## config.mk

```make
export PLATFORM = sky130hd
export DESIGN_NAME = rmii_tx
export DESIGN_NICKNAME = d
export VERILOG_FILES = /design/src/rtl/rmii_tx.sv
export SDC_FILE = /design/constraint.sdc
export NUM_CORES = 1
export LEC_CHECK = 0
export CAP_MARGIN = 20
export CORE_MARGIN = 2
export CORE_UTILIZATION = 25
export CTS_CLUSTER_DIAMETER = 50
export DETAILED_ROUTE_END_ITERATION = 10
export PLACE_DENSITY = 0.42
export SLEW_MARGIN = 10
export SYNTH_ARGS = -nofsm -noshare
export SYNTH_HDL_FRONTEND = slang
export SYNTH_SLANG_ARGS = --single-unit
```

## constraint.sdc

```tcl
create_clock -name clk -period 7.1 [get_ports clk]
set_input_delay 1.065 -clock clk [delete_from_list [all_inputs] [get_ports clk]]
set_output_delay 1.065 -clock clk [all_outputs]
set_load 0.005 [all_outputs]
```

## src/rtl/rmii_tx.sv

```systemverilog
// RMII transmit framer: wraps a byte stream in preamble/SFD, optional zero pad and a
// CRC-32 FCS, sending one dibit per 50 MHz clock, then holds off for the inter-frame gap.
`timescale 1ns/1ps
module rmii_tx #(
    parameter int IFG_BYTES = 12,
    parameter bit PAD_EN    = 1'b1
) (
    input  logic       clk,
    input  logic       rst,
    input  logic [7:0] s_data,
    input  logic       s_valid,
    input  logic       s_last,
    output logic       s_ready,
    output logic [1:0] tx_d,
    output logic       tx_e,
    output logic       busy,
    output logic       underrun
);

    typedef enum logic [2:0] {
        IDLE,
        PREAMBLE,
        DATA,
        PAD,
        FCS,
        IFG
    } state_t;

    localparam int               IFG_CYC   = (IFG_BYTES > 0) ? 4 * IFG_BYTES : 1;
    localparam int               IFG_W     = $clog2(IFG_CYC + 1);
    localparam logic [IFG_W-1:0] IFG_LAST  = IFG_W'(IFG_CYC - 1);
    localparam logic [IFG_W-1:0] IFG_ONE   = IFG_W'(1);
    localparam logic [10:0]      MIN_BYTES = 11'd60;
    localparam logic [10:0]      CNT_MAX   = 11'h7FF;
    localparam logic [31:0]      CRC_POLY  = 32'hEDB88320;
    localparam logic [31:0]      CRC_INIT  = 32'hFFFFFFFF;
    localparam logic [7:0]       PRE_BYTE  = 8'h55;
    localparam logic [7:0]       SFD_BYTE  = 8'hD5;

    function automatic logic [31:0] crc_byte(input logic [31:0] crc, input logic [7:0] d);
        logic [31:0] c;
        c = crc;
        for (int i = 0; i < 8; i++) begin
            c = (c >> 1) ^ ((c[0] ^ d[i]) ? CRC_POLY : 32'h0);
        end
        return c;
    endfunction

    function automatic logic [1:0] dibit_of(input logic [7:0] b, input logic [1:0] idx);
        logic [1:0] d;
        case (idx)
            2'd0:    d = b[1:0];
            2'd1:    d = b[3:2];
            2'd2:    d = b[5:4];
            default: d = b[7:6];
        endcase
        return d;
    endfunction

    state_t           r_state;
    logic [1:0]       r_dib;
    logic [10:0]      r_cnt;
    logic [7:0]       r_byte;
    logic             r_last;
    logic [31:0]      r_crc;
    logic [IFG_W-1:0] r_ifg;
    logic [1:0]       r_tx_d;
    logic             r_tx_e;
    logic             r_underrun;

    state_t           w_state;
    logic [1:0]       w_dib;
    logic [10:0]      w_cnt;
    logic [7:0]       w_byte;
    logic             w_last;
    logic [31:0]      w_crc;
    logic [IFG_W-1:0] w_ifg;
    logic             w_underrun;
    logic             w_tx_e;
    logic [1:0]       w_tx_d;
    logic [10:0]      w_cnt_inc;
    logic [7:0]       w_fcs_next;
    logic             w_sfd_end;
    logic             w_byte_end;

    assign w_sfd_end  = (r_state == PREAMBLE) && (r_cnt == 11'd7) && (r_dib == 2'd3);
    assign w_byte_end = (r_dib == 2'd3);
    assign w_cnt_inc  = (r_cnt == CNT_MAX) ? r_cnt : r_cnt + 11'd1;

    assign s_ready  = w_sfd_end || ((r_state == DATA) && w_byte_end && !r_last);
    assign tx_d     = r_tx_d;
    assign tx_e     = r_tx_e;
    assign busy     = (r_state != IDLE);
    assign underrun = r_underrun;

    // FCS goes out low byte first; r_cnt indexes the byte currently on the wire.
    always_comb begin
        case (r_cnt[1:0])
            2'd0:    w_fcs_next = ~r_crc[15:8];
            2'd1:    w_fcs_next = ~r_crc[23:16];
            2'd2:    w_fcs_next = ~r_crc[31:24];
            default: w_fcs_next = ~r_crc[7:0];
        endcase
    end

    // NOTE: every w_* is given a default before the case so no latch is inferred.
    always_comb begin
        w_state    = r_state;
        w_dib      = r_dib + 2'd1;
        w_cnt      = r_cnt;
        w_byte     = r_byte;
        w_last     = r_last;
        w_crc      = r_crc;
        w_ifg      = '0;
        w_underrun = 1'b0;

        case (r_state)
            IDLE: begin
                w_dib = 2'd0;
                if (s_valid) begin
                    w_state = PREAMBLE;
                    w_cnt   = 11'd0;
                    w_byte  = PRE_BYTE;
                end
            end

            PREAMBLE: begin
                if (w_sfd_end) begin
                    if (s_valid) begin
                        w_state = DATA;
                        w_byte  = s_data;
                        w_last  = s_last;
                        w_cnt   = 11'd1;
                        w_crc   = crc_byte(CRC_INIT, s_data);
                    end else begin
                        w_state    = IFG;
                        w_underrun = 1'b1;
                    end
                end else if (w_byte_end) begin
                    w_cnt  = r_cnt + 11'd1;
                    w_byte = (r_cnt == 11'd6) ? SFD_BYTE : PRE_BYTE;
                end
            end

            DATA: begin
                if (w_byte_end) begin
                    if (!r_last) begin
                        if (s_valid) begin
                            w_byte = s_data;
                            w_last = s_last;
                            w_cnt  = w_cnt_inc;
                            w_crc  = crc_byte(r_crc, s_data);
                        end else begin
                            w_state    = IFG;
                            w_underrun = 1'b1;
                        end
                    end else if (PAD_EN && (r_cnt < MIN_BYTES)) begin
                        w_state = PAD;
                        w_byte  = 8'h00;
                        w_cnt   = w_cnt_inc;
                        w_crc   = crc_byte(r_crc, 8'h00);
                    end else begin
                        w_state = FCS;
                        w_cnt   = 11'd0;
                        w_byte  = ~r_crc[7:0];
                    end
                end
            end

            PAD: begin
                if (w_byte_end) begin
                    if (r_cnt < MIN_BYTES) begin
                        w_byte = 8'h00;
                        w_cnt  = w_cnt_inc;
                        w_crc  = crc_byte(r_crc, 8'h00);
                    end else begin
                        w_state = FCS;
                        w_cnt   = 11'd0;
                        w_byte  = ~r_crc[7:0];
                    end
                end
            end

            FCS: begin
                if (w_byte_end) begin
                    if (r_cnt[1:0] == 2'd3) begin
                        w_state = IFG;
                    end else begin
                        w_cnt  = r_cnt + 11'd1;
                        w_byte = w_fcs_next;
                    end
                end
            end

            IFG: begin
                w_dib = 2'd0;
                if (r_ifg == IFG_LAST) begin
                    // A frame already waiting starts straight out of the gap, so a
                    // held s_valid sees exactly the gap length with busy kept high.
                    if (s_valid) begin
                        w_state = PREAMBLE;
                        w_cnt   = 11'd0;
                        w_byte  = PRE_BYTE;
                    end else begin
                        w_state = IDLE;
                    end
                end else begin
                    w_ifg = r_ifg + IFG_ONE;
                end
            end

            default: begin
                w_state = IDLE;
                w_dib   = 2'd0;
            end
        endcase
    end

    // Line outputs are computed from the next state so they register in step with it.
    assign w_tx_e = (w_state == PREAMBLE) || (w_state == DATA) ||
                    (w_state == PAD)      || (w_state == FCS);
    assign w_tx_d = w_tx_e ? dibit_of(w_byte, w_dib) : 2'b00;

    // NOTE: sequential state is updated with non-blocking assignments only.
    always_ff @(posedge clk) begin
        if (rst) begin
            r_state    <= IDLE;
            r_dib      <= 2'd0;
            r_cnt      <= 11'd0;
            r_byte     <= 8'h00;
            r_last     <= 1'b0;
            r_crc      <= 32'h0;
            r_ifg      <= '0;
            r_tx_d     <= 2'b00;
            r_tx_e     <= 1'b0;
            r_underrun <= 1'b0;
        end else begin
            r_state    <= w_state;
            r_dib      <= w_dib;
            r_cnt      <= w_cnt;
            r_byte     <= w_byte;
            r_last     <= w_last;
            r_crc      <= w_crc;
            r_ifg      <= w_ifg;
            r_tx_d     <= w_tx_d;
            r_tx_e     <= w_tx_e;
            r_underrun <= w_underrun;
        end
    end

endmodule

```

==> results.txt <==
Setup Crit Path Kind: reg -> out
First-pass GRT wire length: 36,100 um
Worst-Margin Slew: 1.02 ns
Ys async rst share: 0%
Syn nets: 811
Io pins: 18
Final nets: 795
RePlAce Congestion: 0.839
Fmax: 221 MHz
Antenna violations before repair: 0
Most numerous cell in the Yosys netlist: xnor2_1
Clk_lat worst skew: 0.36 ns
Leakage: 2.38 nW
Post CTS Setup Buffer Count: 0
Post-Syn Area per Cell: 7.77 um2
Synth Warn #: 0
Drt wl/cell: 21.5 um
Util after Layout: 28.6%
CTS clk-pin slew, worst paths: 0.06 ns
Die Ht: 161 um
Post-cts repair resize count: 0
Setup TNS: 0 ns
WP buf/inv: 1
Drt drc: 0
# rows: 57
Via Count: 5,895
EDFF count, synth: 0
Initial DRT Pass Iterations: 5
Seq/Total Area, Yosys: 21.8%
Yosys top cell area share: 21.8%
Seq pwr share: 33.8%
Max-slew violations: 0
Buffer depth of the longest clock path: 2
Crit path cell chain: ha_1 > nand2_1 > nor4_1 > nand2_1 > o21ai_0 > clkdlybuf4s50_1
Placed Cells: 1,090
Post-DP HPWL: 16,300 um
Peak VDD IR: 0.111 mV
Pin count of the biggest net entering global routing: 50
Internal power: 0.000779 W
CP endpoint kind: primary output
Fin. Hold Viols: 0
Num CTS Buffers: 9
Gate Count Post-Synth: 793
Die footprint: 25,900 um2
Largest cells by area after synthesis: dfxtp_1, xnor2_1, xor2_1
Clock skew: 0.00802 ns
Yosys reg bits: 67
Root Driver: clkbuf_16
Final setup vio count: 0
Final WL: 23,800 um
Period minus WS final: 4.53 ns
Cell Area, Placed: 6630 um2
Crit-path slowest cell: ha_1
Die width: 161 um
Starting density of the core: 25.4%
Yosys top cell by area: dfxtp_1
Worst Hold Class: reg -> reg
DRT antenna net count: 0
Via-to-Cell Ratio: 5.33
H-Tree Level Count: 3
CTS Hold Bufs: 0
Switching Share: 32.1%
Area of the core: 24,200 um2
GRT Total Usage: 18.4%
Logic gate share of total power: 23.3%
Initial detailed-routing violation count: 473
Crit path max fanout: 19
Fin crit share: 63.8%
Post-synth cell types: 79
Pwr dens: 165 nW/um2
Cell mode on critical path: nand2_1
Worst path arrival time: 3.46 ns
CP required: 6.03 ns
Maxcap violations: 0
Vias in the first global route: 5,727
GR Overflow Total: 0
Max incr delay on CP: 0.65 ns
Run status: finished, final reports clean
CP delay by family, top: simple AND/OR/NAND/NOR gates
Switching power: 0.000369 W
Relative slew slack: 32.3%
CTS tree: done
Top_reg_cell synth: dfxtp_1
Setup crit start kind: flop
ANT cells: 0
Area grow syn2layout: 12.6%
Netlist Area Pre-Place: 6160 um2
Final Non-Filler Cells: 1,106
Share of cells above drive strength 1: 7.93%
Clk sinks: 67
Top cells by count, synth: xnor2_1, nor2_1, dfxtp_1
Port buffer count: 17
Final instance area: 6940 um2
RSZ-0062 raised after global routing: no
Clock network power share: 42.9%
-- cells in the final DEF (no fill, tap or decap), types with 9 or more instances in the layout --
cell type        count
xor2_1              56
nor2b_1             12
nand2b_1            12
o22ai_1             16
xnor2_1            100
clkbuf_16            9
dfxtp_1             67
clkdlybuf4s50_1     16
nor3_1              19
a21oi_1             53
o21ai_0             45
inv_1               21
buf_4               19
a22oi_1             21
a211oi_1            17
nand2_1             43
nor2_1              80
-- power by group through the flow --
| stage | Clock, W | Sequential, W | Combinational [W] |
|---|---|---|---|
| floorplan | 0 | 0.000394 | 0.000198 |
| global placement | 0 | 0.000396 | 0.000268 |
| detailed placement | 0 | 0.000396 | 0.000266 |
| CTS | 0.000506 | 0.000387 | 0.000267 |
| global route | 0.000519 | 0.000388 | 0.000292 |
| finish | 0.000492 | 0.000387 | 0.000268 |
-- final cells by class --
cell class	count	area [um2]
timing repair buffer	36	308
sequential	67	1340
inverter	21	78.8
multi-input combinational	642	4490
tap	324	405
clock buffer	10	239
fill	2677	17300
clock inverter	6	72.6
-- metal layers --
metal | GRT usage (%) | part of all wire (%) | vias to the layer above
met5 | 0 | 0 | -
met4 | 6.25 | 2.4 | 0
met3 | 3.67 | 4.9 | 36
met2 | 29.2 | 46 | 158
met1 | 25.1 | 47 | 2862
li1 | - | - | 2839
-- logic make-up (layout without fill, tap and decap cells) --
family | count (synthesis) | in the layout | share of synthesized area, %
multiplexers | 11 | 11 | 1.87
AO/OA/AOI/OAI | 242 | 242 | 27.2
AND/OR/NAND/NOR | 220 | 220 | 17.8
adder cells (fa/ha/maj) | 6 | 6 | 1.22
flip-flops | 67 | 67 | 21.8
buffers and inverters | 84 | 73 | 5.44
XOR/XNOR | 163 | 163 | 24.7
-- registers in the layout, summed over array words and instances, names as in the netlist --
| name | cells |
|---|---|
| tx_e | 1 |
| r_crc | 32 |
| r_byte | 8 |
| r_state | 3 |
| underrun | 1 |
| r_cnt | 11 |
| r_dib | 2 |
| r_ifg | 6 |
| r_last | 1 |
| tx_d | 2 |
-- final timing paths --
path | endpoint | slack (ns) | depth (start not counted) | startpoint
worst max-delay path | s_ready | 2.57 | 6 | r_dib[0]$_SDFF_PP0_
worst min-delay path | r_ifg[0]$_SDFF_PP0_ | 0.45 | 1 | r_ifg[0]$_SDFF_PP0_
worst max register to register | r_crc[24]$_SDFFE_PP0P_ | 3.18 | 8 | r_cnt[0]$_SDFFE_PP0P_
worst min register to register | r_ifg[0]$_SDFF_PP0_ | 0.45 | 1 | r_ifg[0]$_SDFF_PP0_
-- metrics by stage --
stage                     power, W  setup slack [ns]  hold WS, ns
after CTS                  0.00116              2.53        0.454
after detailed placement  0.000661              2.96        0.442
final                      0.00115              2.57        0.452
after global placement    0.000664              3.06        0.433
after floorplan           0.000592              4.04        0.413
after global routing       0.00120              2.25        0.471
Note: power is estimated with default switching activity, not from simulation.
